<file path="src/rtl/mips_pkg.sv">
// Shared constants and owner-tag encoding for the memory arbiter slice.
// Latency: n/a (types and constants only).
// Backpressure: n/a.
package mips_pkg;

    localparam int ADDR_W_DEF     = 14;
    localparam int DATA_W_DEF     = 32;
    localparam int STARVE_MAX_DEF = 4;

    // Which requester owns the read data returning from memory next cycle.
    typedef enum logic [1:0] {
        OWN_NONE = 2'd0,
        OWN_IF   = 2'd1,
        OWN_DATA = 2'd2
    } owner_e;

endpackage

</file>
<file path="src/rtl/mem_arb_prio.sv">
// Priority decision between fetch and data ports, with a fetch starvation counter.
// Latency: grants are combinational from req and the registered counter.
// Backpressure: data wins ties; fetch wins once it has been denied STARVE_MAX cycles in a row.
module mem_arb_prio #(
    parameter int STARVE_MAX = 4
) (
    input  logic clk,
    input  logic rst_n,
    input  logic i_req,
    input  logic d_req,
    output logic i_gnt,
    output logic d_gnt
);

    localparam int CNT_W = $clog2(STARVE_MAX + 1);
    localparam logic [CNT_W-1:0] CNT_MAX = CNT_W'(STARVE_MAX);

    logic [CNT_W-1:0] starve_q;
    logic [CNT_W-1:0] starve_d;
    logic             starve_win;

    // Grant decision; reset masks both grants so nothing reaches memory.
    always_comb begin
        starve_win = i_req && (starve_q == CNT_MAX);
        d_gnt      = rst_n && d_req && !starve_win;
        i_gnt      = rst_n && i_req && !(d_req && !starve_win);
    end

    // Count consecutive denied fetch cycles, saturating; any fetch grant or idle fetch clears it.
    always_comb begin
        starve_d = '0;
        if (i_req && !i_gnt) begin
            starve_d = (starve_q == CNT_MAX) ? starve_q : starve_q + CNT_W'(1);
        end
    end

    // Counter register.
    always_ff @(posedge clk) begin
        if (!rst_n) begin
            starve_q <= '0;
        end else begin
            starve_q <= starve_d;
        end
    end

endmodule

</file>
<file path="src/rtl/mem_arbiter.sv">
// Two-port (fetch/data) arbiter onto a single-port memory with 1-cycle read latency; optional MEM_ARB_PERF_EN adds w_conflicts.
// Latency: grant and memory command in the request cycle; rvalid/rdata the following cycle, back-to-back without bubbles.
// Backpressure: a requester holds req and its fields until it sees gnt; rvalid cannot be stalled.
module mem_arbiter
    import mips_pkg::*;
#(
    parameter int ADDR_W     = ADDR_W_DEF,
    parameter int DATA_W     = DATA_W_DEF,
    parameter int STARVE_MAX = STARVE_MAX_DEF
) (
    input  logic                w_clk,
    input  logic                w_rst_n,
    input  logic                i_req,
    input  logic [ADDR_W-1:0]   i_addr,
    output logic                i_gnt,
    output logic                i_rvalid,
    output logic [DATA_W-1:0]   i_rdata,
    input  logic                d_req,
    input  logic                d_we,
    input  logic [DATA_W/8-1:0] d_be,
    input  logic [ADDR_W-1:0]   d_addr,
    input  logic [DATA_W-1:0]   d_wdata,
    output logic                d_gnt,
    output logic                d_rvalid,
    output logic [DATA_W-1:0]   d_rdata,
    output logic                m_en,
    output logic                m_we,
    output logic [DATA_W/8-1:0] m_be,
    output logic [ADDR_W-1:0]   m_addr,
    output logic [DATA_W-1:0]   m_wdata,
    input  logic [DATA_W-1:0]   m_rdata
`ifdef MEM_ARB_PERF_EN
    ,
    output logic [31:0]         w_conflicts
`endif
);

    owner_e owner_q;
    owner_e owner_d;

    mem_arb_prio #(
        .STARVE_MAX (STARVE_MAX)
    ) u_prio (
        .clk   (w_clk),
        .rst_n (w_rst_n),
        .i_req (i_req),
        .d_req (d_req),
        .i_gnt (i_gnt),
        .d_gnt (d_gnt)
    );

    // Steer the granted port onto the memory command; fetches are full-word reads.
    always_comb begin
        m_en    = i_gnt | d_gnt;
        m_we    = d_gnt & d_we;
        m_be    = '0;
        m_addr  = '0;
        m_wdata = '0;
        if (d_gnt) begin
            m_be    = d_be;
            m_addr  = d_addr;
            m_wdata = d_wdata;
        end else if (i_gnt) begin
            m_be    = '1;
            m_addr  = i_addr;
        end
    end

    // Tag the owner of a read issued this cycle; writes return nothing.
    always_comb begin
        owner_d = OWN_NONE;
        if (d_gnt && !d_we) begin
            owner_d = OWN_DATA;
        end else if (i_gnt) begin
            owner_d = OWN_IF;
        end
    end

    // Owner tag register, one entry deep because memory latency is exactly one cycle.
    always_ff @(posedge w_clk) begin
        if (!w_rst_n) begin
            owner_q <= OWN_NONE;
        end else begin
            owner_q <= owner_d;
        end
    end

    // Reset also masks rvalid so a read issued just before reset never surfaces.
    always_comb begin
        i_rvalid = w_rst_n && (owner_q == OWN_IF);
        d_rvalid = w_rst_n && (owner_q == OWN_DATA);
        i_rdata  = m_rdata;
        d_rdata  = m_rdata;
    end

`ifdef MEM_ARB_PERF_EN
    logic [31:0] conflicts_q;
    logic [31:0] conflicts_d;

    // Count cycles where both ports request, saturating at all-ones.
    always_comb begin
        conflicts_d = conflicts_q;
        if (i_req && d_req && (conflicts_q != '1)) begin
            conflicts_d = conflicts_q + 32'd1;
        end
    end

    // Conflict counter register.
    always_ff @(posedge w_clk) begin
        if (!w_rst_n) begin
            conflicts_q <= '0;
        end else begin
            conflicts_q <= conflicts_d;
        end
    end

    assign w_conflicts = conflicts_q;
`endif

endmodule

</file>
<file path="config.mk">
export PLATFORM = sky130hd
export DESIGN_NAME = mem_arbiter
export DESIGN_NICKNAME = d
export VERILOG_FILES = /design/src/rtl/mips_pkg.sv /design/src/rtl/mem_arb_prio.sv /design/src/rtl/mem_arbiter.sv
export SDC_FILE = /design/constraint.sdc
export NUM_CORES = 1
export LEC_CHECK = 0
export ABC_AREA = 1
export ABC_CLOCK_PERIOD_IN_PS = 2500
export CORE_AREA = 2 2 86 88
export CTS_BUF_LIST = sky130_fd_sc_hd__clkbuf_16
export CTS_CLUSTER_DIAMETER = 80
export DETAILED_ROUTE_END_ITERATION = 8
export DIE_AREA = 0 0 88 90
export PLACE_DENSITY_LB_ADDON = 0.2
export SKIP_LAST_GASP = 1
export SLEW_MARGIN = 20
export SYNTH_ARGS = -nofsm -noshare
export SYNTH_HDL_FRONTEND = slang
export SYNTH_SLANG_ARGS = --single-unit
</file>
<file path="constraint.sdc">
create_clock -name w_clk -period 2.5 [get_ports w_clk]
set_input_delay 0.625 -clock w_clk [delete_from_list [all_inputs] [get_ports w_clk]]
set_output_delay 0.625 -clock w_clk [all_outputs]
set_load 0.1 [all_outputs]
</file>
==> impl_metrics.csv <==
group,metric,value,unit
global_route,track_usage,12.1,%
finish,final_util,45.2,%
place,hpwl,3.97,mm
clocking,cts_max_path_buffers,2,
global_route,overflow,0,
timing,rsz0062_at_grt,"no",
clocking,numCtsBuffers,3,
floorplan,fp.coreArea,7020,sq um
clocking,cts.sinks,5,
power,swShare,45.7,%
timing,fin_crit,2.36,ns
clocking,clk_latency,0.23,ns
routing,routedWlPerCell,12.6,microns
finish,n_antenna_cell,0,
power,power_switching,0.000504,W
place,post-place-ws,-0.153,ns
global_route,grt_max_degree,16,
routing,wl,5.02,mm
timing,tightestPinTransition,0.212,ns
floorplan,rows,31,
setup_path,cp_max_fo,14,
floorplan,die_w,88,microns
setup_path,endpoint_kind,"output port",
timing,slew_headroom,85.8,%
global_route,first_global_vias,1571,
setup_path,slowest_stage,"dlygate4sd2_1",
clocking,cts_tree,"built",
finish,stdcell_area,3170,sq um
clocking,ctsHoldBuffers,0,
synthesis,ys_async_sr_fraction,0,%
place,dpl.cell_count,390,
floorplan,initial_core_util,18.5,%
routing,ant_nets,0,
finish,num-nets-final,402,
power,seq_power_share,7.6,%
synthesis,synth_seq_cells,5,
clocking,clk_pin_slew,0.03,ns
setup_path,path_delay_family,"buffers and inverters",
power,powerDensity,348,nW/um^2
clocking,cts.htree.levels,1,
finish,instances_no_fill,397,
timing,setup_violations,0,
routing,dr.pass1.iters,4,
place,gp_congestion,0.697,
finish,area.growth.synth_to_final,144,%
setup_path,cpMostUsedCell,"buf_12",
job,drv_cap,0,
setup_path,startpoint_type,"input pin",
global_route,grt_pass1_wl,7.73,mm
routing,vias_per_cell,3.83,
clocking,clockRootBuffer,"clkbuf_16",
setup_path,path_cells,"dlygate4sd2_1, nand3_4, nand2_4, buf_12, nand3_1, nand2_1, buf_12",
timing,hold_violations,0,
synthesis,synth_edf_count,0,
synthesis,synth_cell_types,16,
place,place_area,2840,sq um
synthesis,netlist_instances,226,
synthesis,synth-seq-area-share,7.71,%
routing,vias,1521,
timing,max_freq,424,MHz
timing,fin_crit_sh,94.4,%
power,pwr-share-comb,69.1,%
synthesis,yosysWarnings,0,
floorplan,die_area,7920,sq um
place,portBuffers,124,
setup_path,required,1.88,ns
timing,final-max-slew-violation-count,0,
global_route,antenna_found_initial,0,
power,pwr-share-clk,23.3,%
setup_path,critPathArrivalTime,1.73,ns
floorplan,die_y,90,microns
setup_path,path_buf_inv,3,
routing,drtIter0Drc,28,
setup_path,crit_type,"input pin to output port",
power,leakage,1.45,nW
floorplan,ios,221,
timing,worst_slack,0.141,ns
synthesis,synth_nets,329,
synthesis,synth_area,1300,sq um
power,irDropWorstVdd,557,uV
finish,drive_gt1_share,40.3,%
run_status,status,"complete, no violations",
timing,finClkSkew,0.000311,ns
setup_path,slowest_delay,0.29,ns
synthesis,syn_avg_cell_area,5.74,sq um
routing,post-route-drc-count,0,
power,p_int,0.000598,W
min_path,min_path_type,"register to register",
synthesis,synth_flop_cell,"dfxtp_1",
kinds of logic after synthesis:
family | count (synthesis) | share of synthesized area [%]
buffers and inverters | 113 | 54.1
and+or+nand+nor | 102 | 34.7
adders and majority gates | 2 | 1.93
AOI/OAI and AO/OA | 4 | 1.54
DFF | 5 | 7.71
cells in the mapped netlist, types with 2 or more instances:
| cell type | instances | share of area (%) |
|---|---|---|
| nand2_1 | 33 | 9.5 |
| nand2_4 | 2 | 1.7 |
| inv_1 | 39 | 11 |
| buf_2 | 2 | 0.77 |
| dfxtp_1 | 5 | 7.7 |
| inv_2 | 2 | 0.58 |
| ha_1 | 2 | 1.9 |
| buf_6 | 4 | 3.5 |
| nand3_1 | 29 | 11 |
| a21oi_1 | 3 | 1.2 |
| buf_4 | 65 | 38 |
| nor2_1 | 36 | 10 |
worst paths after layout:
kind | cells after the start | slack [ns] | from | endpoint
setup / recovery | 7 | 0.14 | i_req | m_addr[8]
hold / removal | 2 | 0.49 | u_prio.starve_q[0] | u_prio.starve_q[0]
setup reg to reg | 6 | 1.20 | u_prio.starve_q[0] | owner_q[0]
hold reg to reg | 2 | 0.49 | u_prio.starve_q[0] | u_prio.starve_q[0]
cells in the final DEF (no fill, tap or decap), drive strengths merged, types with 2 or more instances in the layout:
cell type / n
ha: 2
clkbuf: 4
dfxtp: 5
a21oi: 3
buf: 69
nand3: 30
dlygate4sd2: 2
nor2: 36
nand2: 36
clkdlybuf4s50: 65
inv: 42
registers in the layout, summed over array words and instances (netlist names):
signal           count
u_prio.starve_q      3
owner_q              2
tightest hold or removal path, stage by stage, from the launching register on:
cell     delay (ns)
dfxtp_1        0.32
nand2_1        0.07
a21oi_1        0.05
layout make-up:
type | count | area, sq um
Sequential cell | 5 | 100
Multi-Input combinational cell | 109 | 708
Fill cell | 695 | 3850
Tap cell | 99 | 124
Timing Repair Buffer | 138 | 2000
Inverter | 42 | 163
Clock buffer | 3 | 75.1
Clock inverter | 1 | 3.75
stage by stage:
| step | hold WS [ns] | setup TNS [ns] | total power, W |
|---|---|---|---|
| after floorplan | 0.456 | -12.04 | 0.000953 |
| after global placement | 0.476 | -2.70 | 0.000803 |
| after detailed placement | 0.486 | -3.59 | 0.000806 |
| after CTS | 0.491 | -0.00602 | 0.00110 |
| after global routing | 0.530 | 0 | 0.00114 |
| final | 0.488 | 0 | 0.00110 |
timing repair:
action,CTS,global route
setup buffers,0,0
gates cloned,1,2
pin swaps,0,2
endpoints found under the setup margin,51,35
gates resized for setup,48,12
power by group through the flow:
stage          registers (W)  clock network (W)  logic (W)
5_1_grt            0.0000843           0.000268   0.000789
3_5_place_dp       0.0000851                  0   0.000721
2_1_floorplan      0.0000848                  0   0.000868
4_1_cts            0.0000840           0.000261   0.000752
3_3_place_gp       0.0000849                  0   0.000718
6_report           0.0000840           0.000257   0.000762
per-layer routing:
metal / share of wire [%] / vias up / track usage [%]
met5: 0 / - / 0
met4: 3.5 / 0 / 4.36
met3: 9.1 / 27 / 4.22
met2: 55 / 78 / 23.4
met1: 33 / 668 / 11.4
li1: - / 748 / -
(Power assumes the default switching activity.)
